[config.mk]
export PLATFORM = sky130hd
export DESIGN_NAME = midi_tx
export DESIGN_NICKNAME = d
export VERILOG_FILES = /design/src/rtl/midi_pkg.sv /design/src/rtl/byte_fifo.sv /design/src/rtl/midi_tx.sv
export SDC_FILE = /design/constraint.sdc
export NUM_CORES = 1
export LEC_CHECK = 0
export CAP_MARGIN = 20
export CORE_UTILIZATION = 30
export CTS_CLUSTER_DIAMETER = 60
export DETAILED_ROUTE_END_ITERATION = 10
export GPL_TIMING_DRIVEN = 1
export PLACE_DENSITY = 0.48
export SLEW_MARGIN = 20
export SYNTH_ARGS = -nofsm -noshare
export SYNTH_HDL_FRONTEND = slang
export SYNTH_SLANG_ARGS = --single-unit
export TNS_END_PERCENT = 30
[constraint.sdc]
create_clock -name i_clk -period 3.35 [get_ports i_clk]
set_clock_uncertainty 0.15 [all_clocks]
set_input_delay 0.5025 -clock i_clk [delete_from_list [all_inputs] [get_ports i_clk]]
set_output_delay 0.5025 -clock i_clk [all_outputs]
set_load 0.01 [all_outputs]
[src/rtl/midi_pkg.sv]
// rtl/midi_pkg.sv - shared MIDI constants, state type and frame timing
package midi_pkg;

    // Tick divider terminal count: 48 MHz / (95+1) = 500 kHz, 16 ticks per 31 250 baud bit
    localparam int MidiDiv = 95;

    // Start + 8 data + stop
    localparam int MIDI_BITS_PER_FRAME = 10;

    // Oversample ticks per serial bit
    localparam int MIDI_TICKS_PER_BIT = 16;

    // Channel-voice status bytes shared with the receiver and debug probes
    localparam logic [7:0] MIDI_NOTE_ON  = 8'h90;
    localparam logic [7:0] MIDI_NOTE_OFF = 8'h80;

    typedef enum logic [1:0] {
        IDLE  = 2'd0,
        START = 2'd1,
        DATA  = 2'd2,
        STOP  = 2'd3
    } tx_state_t;

endpackage

[src/rtl/byte_fifo.sv]
// rtl/byte_fifo.sv - small power-of-two synchronous FIFO with occupancy count
module byte_fifo #(
    parameter int Depth = 4,
    parameter int Width = 8
) (
    input  logic                     i_clk,
    input  logic                     i_rst,
    input  logic                     i_push,
    input  logic [Width-1:0]         i_data,
    input  logic                     i_pop,
    output logic [Width-1:0]         o_data,
    output logic                     o_full,
    output logic                     o_empty,
    output logic [$clog2(Depth):0]   o_count
);

    localparam int AddrW = $clog2(Depth);
    localparam logic [AddrW:0] FullCount = Depth[AddrW:0];

    logic [Width-1:0] mem [Depth];
    logic [AddrW-1:0] wr_ptr;
    logic [AddrW-1:0] rd_ptr;
    logic             do_push;
    logic             do_pop;

    // Overflowing pushes and underflowing pops are ignored rather than corrupting state
    assign do_push = i_push && !o_full;
    assign do_pop  = i_pop && !o_empty;

    assign o_full  = (o_count == FullCount);
    assign o_empty = (o_count == '0);
    assign o_data  = mem[rd_ptr];

    // Storage array; contents are don't-care until written, so no reset
    always_ff @(posedge i_clk) begin
        if (do_push) begin
            mem[wr_ptr] <= i_data;
        end
    end

    // Pointers wrap naturally because the depth is a power of two
    always_ff @(posedge i_clk or posedge i_rst) begin
        if (i_rst) begin
            wr_ptr  <= '0;
            rd_ptr  <= '0;
            o_count <= '0;
        end else begin
            if (do_push) begin
                wr_ptr <= wr_ptr + 1'b1;
            end
            if (do_pop) begin
                rd_ptr <= rd_ptr + 1'b1;
            end
            if (do_push && !do_pop) begin
                o_count <= o_count + 1'b1;
            end else if (do_pop && !do_push) begin
                o_count <= o_count - 1'b1;
            end
        end
    end

endmodule

[src/rtl/midi_tx.sv]
// rtl/midi_tx.sv - MIDI serial transmitter, 31 250 baud 8N1 from a byte FIFO
module midi_tx
    import midi_pkg::*;
#(
    parameter int TickDiv   = MidiDiv,
    parameter int FifoDepth = 4
) (
    input  logic       i_clk,
    input  logic       i_rst,
    input  logic       i_valid,
    output logic       o_ready,
    input  logic [7:0] i_data,
    output logic       o_tx,
    output logic       o_busy
);

    localparam int CntW = $clog2(FifoDepth) + 1;
    localparam int DivW = (TickDiv < 1) ? 1 : $clog2(TickDiv + 1);
    localparam logic [CntW-1:0] FullCount = FifoDepth[CntW-1:0];
    localparam logic [DivW-1:0] DivLast   = TickDiv[DivW-1:0];
    localparam logic [3:0]      TickLast  = 4'(MIDI_TICKS_PER_BIT - 1);

    tx_state_t         state;
    logic [DivW-1:0]   div_cnt;
    logic [3:0]        tick_cnt;
    logic [2:0]        bit_cnt;
    logic [7:0]        shreg;

    logic              fifo_push;
    logic              fifo_pop;
    logic [7:0]        fifo_dout;
    logic              fifo_full;
    logic              fifo_empty;
    logic [CntW-1:0]   fifo_count;

    logic              div_end;
    logic              bit_end;

    byte_fifo #(
        .Depth (FifoDepth),
        .Width (8)
    ) u_fifo (
        .i_clk   (i_clk),
        .i_rst   (i_rst),
        .i_push  (fifo_push),
        .i_data  (i_data),
        .i_pop   (fifo_pop),
        .o_data  (fifo_dout),
        .o_full  (fifo_full),
        .o_empty (fifo_empty),
        .o_count (fifo_count)
    );

    // Ready comes from the registered occupancy only, so a pop never opens a slot in the same cycle
    assign o_ready   = (fifo_count < FullCount);
    assign fifo_push = i_valid && !fifo_full;
    assign o_busy    = (state != IDLE) || !fifo_empty;

    assign div_end = (div_cnt == DivLast);
    assign bit_end = div_end && (tick_cnt == TickLast);

    // A new frame is loaded from IDLE, or straight out of a finished stop bit for gapless streaming
    assign fifo_pop = !fifo_empty &&
                      ((state == IDLE) || ((state == STOP) && bit_end));

    // Frame sequencer: oversample timing, shift register and registered serial line
    always_ff @(posedge i_clk or posedge i_rst) begin
        if (i_rst) begin
            state    <= IDLE;
            div_cnt  <= '0;
            tick_cnt <= '0;
            bit_cnt  <= '0;
            shreg    <= '0;
            o_tx     <= 1'b1;
        end else begin
            if (state != IDLE) begin
                if (div_end) begin
                    div_cnt  <= '0;
                    tick_cnt <= tick_cnt + 1'b1;
                end else begin
                    div_cnt <= div_cnt + 1'b1;
                end
            end

            unique case (state)
                IDLE: begin
                    if (fifo_pop) begin
                        state    <= START;
                        shreg    <= fifo_dout;
                        div_cnt  <= '0;
                        tick_cnt <= '0;
                        bit_cnt  <= '0;
                        o_tx     <= 1'b0;
                    end
                end
                START: begin
                    if (bit_end) begin
                        state   <= DATA;
                        o_tx    <= shreg[0];
                        shreg   <= {1'b0, shreg[7:1]};
                        bit_cnt <= '0;
                    end
                end
                DATA: begin
                    if (bit_end) begin
                        if (bit_cnt == 3'd7) begin
                            state <= STOP;
                            o_tx  <= 1'b1;
                        end else begin
                            o_tx    <= shreg[0];
                            shreg   <= {1'b0, shreg[7:1]};
                            bit_cnt <= bit_cnt + 1'b1;
                        end
                    end
                end
                STOP: begin
                    if (bit_end) begin
                        if (fifo_pop) begin
                            state    <= START;
                            shreg    <= fifo_dout;
                            div_cnt  <= '0;
                            tick_cnt <= '0;
                            bit_cnt  <= '0;
                            o_tx     <= 1'b0;
                        end else begin
                            state <= IDLE;
                        end
                    end
                end
                default: begin
                    state <= IDLE;
                    o_tx  <= 1'b1;
                end
            endcase
        end
    end

endmodule

==> out/metrics.yaml <==
pwr:
  swShare: 0.248
  clockPowerShare: 0.397
  combPwrFrac: 0.123
  power.total_uw: 2070
  pwr-share-seq: 0.481
  leakage_uw: 0.00133
  ir_drop_uv: 218
  p_sw_uw: 514
  powerDensity_nw_per_um2: 582
  internal_power_uw: 1560
worst_setup_path:
  critical_path.max_fanout: 16
  arrival_ps: 2880
  end_kind: "register"
  cp_data_required_time_ps: 3420
  crit_type: "reg -> reg"
  cp-start-kind: "register"
cts:
  post_cts_resized: 0
  cts_tree: "built"
  clk_latency_ps: 340
  post_cts_buffers: 0
  cts_hold_buf: 0
  root_buffer: "clkbuf_8"
  clock_path_buffers: 2
  htree_levels: 3
  cts_inserted_buffers: 9
  clock_sinks: 64
  clk_pin_slew_worst_paths_ps: 80
final_layout:
  fillers: 1012
  layout-drive-gt1-share: 0.147
  multiInputGateArea_sq_um: 1200
  layout_commonest_cell: "edfxtp_1"
  n_antenna_cell: 0
  synthToLayoutAreaGrowth_pct: 17.1
  regArea_sq_um: 1760
  layout_common_cells: "32 x edfxtp_1, 31 x dfrtp_1, 29 x nor2_1, 17 x nand2_1"
  layout.nets: 279
status:
  outcome: "finished, final reports clean"
global_routing:
  grt_pass1_vias: 1873
  grt_pass1_wl_mm: 9.26
  grt_use_met1: 0.153
  gr-usage-met2: 0.185
  grt_overflow: 0
  antenna_found_initial: 0
  grt_usage: 0.117
  grt_max_degree: 33
  busiest_layer: "met2"
  use_met3: 0.0285
logic_synthesis:
  yosysSeqAreaShare: 0.580
  synthDistinctLibCells: 50
  async_flop_share: 0.500
  synth_edf_count: 32
  synth_area_sq_um: 3040
  synth.top_cell.area_share: 0.316
  yosys.area.top_type: "edfxtp_1"
  synth-seq-cells: 64
  synthCells: 236
  ys_top_cells_by_area: "edfxtp_1 32%, dfrtp_1 26%, mux4_2 5.9%, ha_1 5.3%, nor2_1 3.6%"
  synth_fp_nets: 261
  synth_ff_type: "edfxtp_1"
  avgSynthCellArea_sq_um: 12.9
  yosysWarnings: 0
die:
  die_area_sq_um: 10500
  start_util: 0.310
  io_pins: 14
  core_sq_um: 9820
  fp.dieH_microns: 103
  die-width_microns: 103
  rows: 36
sta:
  finalSetupViolations: 0
  finalSetupTns_ps: 0
  slew_viol_final: 0
  period_share: 0.839
  tightest_slew_ps: 612
  fmax_mhz: 356
  hold_viol: 0
  period_needed_ps: 2810
  maxSlewHeadroom: 0.592
  grt_setup_unrepaired: "false"
placement:
  finalWeightedCongestion: 0.697
  portBuffers: 13
  hpwl_mm: 3.72
detailed_routing:
  drt-total-wl_mm: 5.45
  postRouteAntennaNets: 0
  via_per_inst: 4.67
  drt_iter0_drc: 52
  routed-via-count: 1830
  wire_per_inst_microns: 13.9
  drtPass1Iterations: 4
  remaining_drc_errors: 0
job:
  drv_cap: 0
worst_hold_path:
  hp-class: "reg -> reg"
-- through the flow --
stage / worst slack [ps] / util / cells / instance area, sq um / hold WS [ps]
6_report: 539 / 0.363 / 392 / 3560 / 304
5_1_grt: 390 / 0.363 / 392 / 3560 / 327
4_1_cts: 519 / 0.363 / 392 / 3560 / 311
3_5_place_dp: 571 / 0.337 / 376 / 3310 / 301
3_3_place_gp: 625 / 0.337 / 376 / 3310 / 296
2_1_floorplan: 637 / - / 236 / 3040 / 310
-- power by group through the flow --
stage	registers [uW]	logic (uW)	clock network [uW]
after global placement	1010	263	0
after global routing	1010	291	870
after floorplan	1000	182	0
after CTS	999	266	852
after detailed placement	1020	266	0
final	997	255	823
-- path summary, 6_finish.rpt --
path,start,to,slack (ps),depth (start not counted)
setup / recovery,div_cnt[0]$_DFF_PP0_,u_fifo.o_count[1]$_DFFE_PP0P_,540,9
hold / removal,o_tx$_DFFE_PP1P_,o_tx$_DFFE_PP1P_,300,2
setup reg to reg,div_cnt[0]$_DFF_PP0_,u_fifo.o_count[1]$_DFFE_PP0P_,540,9
hold reg to reg,o_tx$_DFFE_PP1P_,o_tx$_DFFE_PP1P_,300,2
max in group asynchronous,i_rst,o_tx$_DFFE_PP1P_,2290,3
min in group asynchronous,i_rst,tick_cnt[3]$_DFF_PP0_,400,3
-- worst max-delay path, stage by stage (launching register included) --
cell	delay [ps]
dfrtp_1	390
ha_1	180
nand2_1	180
o41a_1	490
nor2_4	150
inv_2	150
ha_1	260
inv_1	70
fa_1	400
mux2_2	260
-- routing by layer --
layer | vias up | part of all wire
li1 | 902 | -
met1 | 902 | 0.50
met2 | 19 | 0.46
met3 | 7 | 0.023
met4 | 0 | 0.014
met5 | - | 0
-- synthesized netlist by cell type (3+ instances only) --
cell type and instances:
and2_1 4, nand2_1 17, nor3_1 9, edfxtp_1 32, mux4_2 8, xor2_1 5
o2bb2ai_1 7, clkbuf_1 3, nor4_1 7, xnor2_1 9, mux2i_1 3, dfrtp_1 31
nor2_1 29, ha_1 13, mux2_2 3, inv_1 10, o21ai_0 3, a21oi_1 3
-- cells by family (layout without fill, tap and decap cells) --
group | count (synthesis) | in the layout | share of synthesized area
compound gates | 27 | 27 | 0.0708
flops | 64 | 64 | 0.580
fa+ha+maj | 14 | 14 | 0.0601
xor+xnor | 14 | 14 | 0.0403
simple gates | 84 | 84 | 0.142
mux | 14 | 14 | 0.0802
buf+inv | 19 | 42 | 0.0267
-- registers in the layout, summed over array words and instances (netlist names), 2 cells and up --
| signal | cells |
|---|---|
| u_fifo.rd_ptr | 2 |
| shreg | 8 |
| div_cnt | 7 |
| u_fifo.wr_ptr | 2 |
| u_fifo.o_count | 3 |
| bit_cnt | 3 |
| state | 2 |
| u_fifo.mem | 32 |
| tick_cnt | 4 |
-- area by class of cell --
class,instances,area share
clock buffer,9,0.0348
clock inverter,7,0.0351
inverter,11,0.0116
multi-input combinational,153,0.336
sequential,64,0.495
tap,133,0.0467
timing repair buffer,15,0.0407
Power figures use the tool's default switching activity.
